[src/rtl/step_rate_ctrl.sv]
// Commutation step scheduler: ramps the step period toward a commanded target and
// emits one-cycle step ticks plus a 6-state phase index for the 3-phase PWM stage.
module step_rate_ctrl #(
    parameter int unsigned WIDTH      = 18,
    parameter int unsigned MIN_PERIOD = 20000,
    parameter int unsigned MAX_PERIOD = 250000,
    parameter int unsigned RAMP_STEP  = 1000
) (
    input  logic             clk_50MHz,
    input  logic             rst,
    input  logic             cmd_valid,
    output logic             cmd_ready,
    input  logic [WIDTH-1:0] cmd_period,
    input  logic             cmd_dir,
    output logic             step_tick,
    output logic             step_dir,
    output logic [2:0]       phase_idx,
    output logic             motor_en,
    output logic             at_speed,
    output logic [WIDTH-1:0] cur_period
);

    localparam logic [WIDTH-1:0] P_MIN   = WIDTH'(MIN_PERIOD);
    localparam logic [WIDTH-1:0] P_MAX   = WIDTH'(MAX_PERIOD);
    localparam logic [WIDTH-1:0] P_RAMP  = WIDTH'(RAMP_STEP);
    localparam logic [2:0]       PH_LAST = 3'd5;

    typedef enum logic [1:0] {
        S_IDLE     = 2'd0,
        S_RUN      = 2'd1,
        S_REVERSE  = 2'd2,
        S_STOPPING = 2'd3
    } state_t;

    state_t           r_state, w_state_nxt;
    logic [WIDTH-1:0] r_cnt, w_cnt_nxt;
    logic [WIDTH-1:0] r_cur, w_cur_nxt;
    logic [WIDTH-1:0] r_tgt, w_tgt_nxt;
    logic [WIDTH-1:0] r_pend, w_pend_nxt;
    logic             r_pend_dir, w_pend_dir_nxt;
    logic             r_dir, w_dir_nxt;
    logic [2:0]       r_phase, w_phase_nxt;
    logic             r_tick, w_tick_nxt;
    logic             r_en, w_en_nxt;
    logic             r_at, w_at_nxt;

    logic             w_accept;
    logic             w_terminal;
    logic             w_same_dir;
    logic [WIDTH-1:0] w_clamped;
    logic [WIDTH-1:0] w_goal;
    logic [WIDTH-1:0] w_ramped;

    assign cmd_ready  = (r_state != S_REVERSE);
    assign w_accept   = cmd_valid && cmd_ready;
    assign w_same_dir = (cmd_dir == r_dir);
    assign w_clamped  = (cmd_period < P_MIN) ? P_MIN :
                        (cmd_period > P_MAX) ? P_MAX : cmd_period;
    assign w_terminal = (r_state != S_IDLE) && (r_cnt == r_cur - WIDTH'(1));
    assign w_goal     = (r_state == S_RUN) ? r_tgt : P_MAX;

    // One ramp step toward the goal, saturating so the goal is never overshot.
    always_comb begin
        w_ramped = w_goal;
        if (r_cur < w_goal) begin
            if (w_goal - r_cur > P_RAMP) w_ramped = r_cur + P_RAMP;
        end else if (r_cur > w_goal) begin
            if (r_cur - w_goal > P_RAMP) w_ramped = r_cur - P_RAMP;
        end
    end

    always_comb begin
        w_state_nxt    = r_state;
        w_cnt_nxt      = r_cnt;
        w_cur_nxt      = r_cur;
        w_tgt_nxt      = r_tgt;
        w_pend_nxt     = r_pend;
        w_pend_dir_nxt = r_pend_dir;
        w_dir_nxt      = r_dir;
        w_phase_nxt    = r_phase;
        w_tick_nxt     = 1'b0;

        if (r_state != S_IDLE) begin
            if (w_terminal) begin
                w_cnt_nxt  = '0;
                w_tick_nxt = 1'b1;
                w_cur_nxt  = w_ramped;
                if (!r_dir) w_phase_nxt = (r_phase == PH_LAST) ? 3'd0 : r_phase + 3'd1;
                else        w_phase_nxt = (r_phase == 3'd0) ? PH_LAST : r_phase - 3'd1;
            end else begin
                w_cnt_nxt = r_cnt + WIDTH'(1);
            end
        end

        unique case (r_state)
            S_IDLE: begin
                if (w_accept && (cmd_period != '0)) begin
                    w_state_nxt = S_RUN;
                    w_cur_nxt   = P_MAX;
                    w_tgt_nxt   = w_clamped;
                    w_dir_nxt   = cmd_dir;
                    w_cnt_nxt   = '0;
                end
            end
            S_RUN: begin
                if (w_accept) begin
                    if (cmd_period == '0) begin
                        w_state_nxt = S_STOPPING;
                    end else if (w_same_dir) begin
                        w_tgt_nxt = w_clamped;
                    end else begin
                        w_state_nxt    = S_REVERSE;
                        w_pend_nxt     = w_clamped;
                        w_pend_dir_nxt = cmd_dir;
                    end
                end
            end
            S_REVERSE: begin
                if (w_terminal && (w_ramped == P_MAX)) begin
                    w_state_nxt = S_RUN;
                    w_dir_nxt   = r_pend_dir;
                    w_tgt_nxt   = r_pend;
                end
            end
            S_STOPPING: begin
                // A fresh nonzero command outranks completing the stop on the same tick.
                if (w_accept && (cmd_period != '0)) begin
                    if (w_same_dir) begin
                        w_state_nxt = S_RUN;
                        w_tgt_nxt   = w_clamped;
                    end else begin
                        w_state_nxt    = S_REVERSE;
                        w_pend_nxt     = w_clamped;
                        w_pend_dir_nxt = cmd_dir;
                    end
                end else if (w_terminal && (w_ramped == P_MAX)) begin
                    w_state_nxt = S_IDLE;
                end
            end
            default: w_state_nxt = S_IDLE;
        endcase

        w_en_nxt = (w_state_nxt != S_IDLE);
        w_at_nxt = (w_state_nxt == S_RUN) && (w_cur_nxt == w_tgt_nxt);
    end

    always_ff @(posedge clk_50MHz or posedge rst) begin
        if (rst) r_state <= S_IDLE;
        else     r_state <= w_state_nxt;
    end

    always_ff @(posedge clk_50MHz or posedge rst) begin
        if (rst) begin
            r_cnt      <= '0;
            r_cur      <= P_MAX;
            r_tgt      <= P_MAX;
            r_pend     <= P_MAX;
            r_pend_dir <= 1'b0;
            r_dir      <= 1'b0;
            r_phase    <= 3'd0;
            r_tick     <= 1'b0;
            r_en       <= 1'b0;
            r_at       <= 1'b0;
        end else begin
            r_cnt      <= w_cnt_nxt;
            r_cur      <= w_cur_nxt;
            r_tgt      <= w_tgt_nxt;
            r_pend     <= w_pend_nxt;
            r_pend_dir <= w_pend_dir_nxt;
            r_dir      <= w_dir_nxt;
            r_phase    <= w_phase_nxt;
            r_tick     <= w_tick_nxt;
            r_en       <= w_en_nxt;
            r_at       <= w_at_nxt;
        end
    end

    assign step_tick  = r_tick;
    assign step_dir   = r_dir;
    assign phase_idx  = r_phase;
    assign motor_en   = r_en;
    assign at_speed   = r_at;
    assign cur_period = r_cur;

endmodule

[config.mk]
export PLATFORM = sky130hd
export DESIGN_NAME = step_rate_ctrl
export DESIGN_NICKNAME = d
export VERILOG_FILES = /design/src/rtl/step_rate_ctrl.sv
export SDC_FILE = /design/constraint.sdc
export NUM_CORES = 1
export LEC_CHECK = 0
export BUFFER_PORTS_ARGS = -buffer_cell sky130_fd_sc_hd__buf_2
export CAP_MARGIN = 20
export CORE_UTILIZATION = 50
export DETAILED_ROUTE_END_ITERATION = 8
export PLACE_DENSITY_LB_ADDON = 0.25
export RECOVER_POWER = 25
export SYNTH_ARGS = -nofsm -noshare
export SYNTH_HDL_FRONTEND = slang
export SYNTH_SLANG_ARGS = --single-unit
[constraint.sdc]
create_clock -name clk_50MHz -period 7.1 [get_ports clk_50MHz]
set_input_delay 1.065 -clock clk_50MHz [delete_from_list [all_inputs] [get_ports clk_50MHz]]
set_output_delay 1.065 -clock clk_50MHz [all_outputs]
set_load 0.01 [all_outputs]
==> metrics <==
status=complete, but fails checks; failing checks=capacitance limit, slew limit; post-synthesis sequential area ratio=24.4%; placed cell count=1,356; RSZ-0062 raised after global routing=no; largest net degree at the start of global routing=73; Crit path max-delay family=simple AND/OR/NAND/NOR gates; HP Class=register to register; Crit path required time=7.36 ns; Root Driver=clkbuf_16; post-layout min period=6.68 ns; CTS Buf Count=9; period utilisation layout=94.0%; Die Area=17,500 sq um; Post-DP HPWL=24,500 um; Min-Delay Startpoint=r_pend[9]; Post-Syn Area per Cell=7.64 sq um; met3 routed WL=2010 um; Setup TNS Final=0 ns; Worst Tran Pin Value=3.96 ns; hold_ws=0.478 ns; Placeable Area=16,600 sq um; Critical Path Sink Type=register; maximum vdd drop=291 uV; number of max-cap violations=1; fill cell count=1,652; die height=132 um; # setup viols final=0; CTS tree=yes; H-tree depth=3; 1st-pass router iterations=8; vias in the first global route=8,301; worst-skew pair later-pin latency=0.35 ns; WL final=31,500 um; Detail Route Antenna Nets=0; Slew Limit Fails=73; GR Util All Layers=36.1%; first-pass GRT wire length=48,500 um; crit path from=r_state[1]; FFs w/ async S/R, synth=100%; mean routed wirelength per cell=22.9 um; IO Port Bufs=47; Max Root-Sink Buffers=2; Worst Path Arrival=6.94 ns; CP max stage delay=0.65 ns; Area Growth Syn to Fin=9.80%; number of synthesized flops with an enable pin=0; Die Wd=132 um; via density per instance=6.44; reg2reg start=r_state[1]; DR vias=8,834; most common cell in the netlist=nand2_1; # DRC=0; Most used DFF post-synth=dfrtp_1; register bit total from synthesis=82; Netlist cell types=92; critical-path cell list=nor2b_1 > buf_4 > and2_1 > inv_1 > ha_1 > fa_1 > nor2b_1 > o2111ai_1 > a21oi_1 > o31a_1 > o221ai_1 > or4_4 > nor2_8 > o21ai_2 > a2111oi_0 > nand4b_1 > nor4_4 > nand2b_1 > buf_4 > o22ai_1 > a2111oi_2 > nand4b_4 > nor4_2; area leader, netlist=dfrtp_1; CP Launch Type=register; Buf+Inv Stages, Crit Path=3; clk_skew=0.00775 ns; Worst-path clk slew=0.07 ns; area taken by multi-input logic gates=5910 sq um; Rows=47; CP max stage cell=or4_4; Final Hold Viols=0; Post-Syn Instances=1,113; nets=1,211; initial core utilization=51.3%; Synth Net Count=1,177; FMAX=150 MHz; Synth area leaders=dfrtp_1, dfstp_2, ha_1, xnor2_1, nand2_1; CTS hold repair buffers=0; synthesized cell area=8500 sq um; CP Class=register to register; most common library cells after synthesis=nand2_1, nor2_1, a21oi_1; starting DRC count in detailed routing=813; Worst Path Max Fanout=15; LEAKAGE=4.10 nW; Slew Limit Headroom=-164%; layout cells sized above 1=14.1%; GRT Residual Overflow=0; final RePlAce weighted congestion=1.03; P per Cell Area=562 nW/um^2; non-filler cells, final=1,372; top cell type's share of synthesized area=18.0%; YS warnings=0; antenna violations before repair=0; num ports=48; ANT cells=0; met1 wire length=13,300 um; Max Used Layer=met4; met2 wire length=14,900 um; Register Area=2080 sq um; clock sink count=82
==> kinds of logic after synthesis <==
logic type / after synthesis / synth area share [%]
simple gates: 433 / 26.1
compound gates: 324 / 25.9
buf+inv: 128 / 6.15
flops: 82 / 24.4
xor+xnor: 80 / 8.24
fa+ha+maj: 42 / 6.27
mux: 24 / 2.96
==> state kept, by name (all words and copies together), names as in the netlist <==
register and count:
at_speed 1, cur_period 18, motor_en 1, phase_idx 3, r_cnt 18, r_pend 18, r_pend_dir 1, r_state 2
r_tgt 18, step_dir 1, step_tick 1
==> final timing paths <==
path                                   end  slack [ns]  depth (start not counted)
worst max-delay path              at_speed        0.42                         23
worst min-delay path             r_pend[9]        0.48                          2
worst max register to register    at_speed        0.42                         23
worst min register to register   r_pend[9]        0.48                          2
max in group asynchronous        r_cnt[17]        2.30                          3
min in group asynchronous       r_pend[13]        0.69                          2
==> cells in the final DEF (no fill, tap or decap), types with 18 or more instances in the layout <==
cell and count:
a21oi_1 77, a211oi_1 18, o211ai_1 18, nand2b_1 18
dfstp_2 21, o21ai_0 65, nor3_1 32, xor2_1 29
inv_1 62, nand4_1 20, buf_2 45, nor2_1 105
buf_4 36, xnor2_1 51, ha_1 40, nand3_1 31
nand2_1 116, dfrtp_1 61
==> what timing repair did <==
| action | in CTS | in global routing |
|---|---|---|
| setup endpoints to repair | 0 | 1 |
| gates resized for setup | 0 | 3 |
| buffers inserted | 0 | 0 |
==> worst reg2reg max path: stages (launching register included) <==
cell and delay (ns):
dfrtp_1 0.45, nor2b_1 0.16, buf_4 0.21, and2_1 0.22, inv_1 0.06, ha_1 0.22
fa_1 0.43, nor2b_1 0.13, o2111ai_1 0.19, a21oi_1 0.48, o31a_1 0.21, o221ai_1 0.15
or4_4 0.65, nor2_8 0.30, o21ai_2 0.11, a2111oi_0 0.38, nand4b_1 0.36, nor4_4 0.39
nand2b_1 0.33, buf_4 0.21, o22ai_1 0.13, a2111oi_2 0.42, nand4b_4 0.13, nor4_2 0.27
==> cell type report <==
| type | count | area share [%] |
|---|---|---|
| flip-flops and latches | 82 | 22.3 |
| repair buffers | 84 | 5.43 |
| well taps | 220 | 2.95 |
| clock inverters | 6 | 0.791 |
| multi-input cells | 903 | 63.3 |
| clock buffers | 10 | 2.56 |
| inverters | 67 | 2.71 |
==> layer usage <==
| metal | vias up | global-route usage, % |
|---|---|---|
| li1 | 4126 | - |
| met1 | 4249 | 47.8 |
| met2 | 378 | 59.0 |
| met3 | 81 | 5.27 |
| met4 | 0 | 14.9 |
| met5 | - | 0 |
==> stage by stage <==
step | power [mW] | area, sq um | worst slack (ns) | util [%]
3_5_place_dp | 4.60 | 9020 | 0.391 | 54.4
2_1_floorplan | 3.50 | 8500 | 1.12 | -
6_report | 5.25 | 9340 | 0.424 | 56.3
5_1_grt | 5.57 | 9340 | 0.0854 | 56.3
3_3_place_gp | 4.62 | 9020 | 0.470 | 54.4
4_1_cts | 5.12 | 9330 | 0.376 | 56.3
==> power by group <==
group | switching (mW) | internal [mW]
registers | 0.160 | 0.652
logic | 2.54 | 1.39
clock network | 0.214 | 0.287
(Power assumes the default switching activity.)
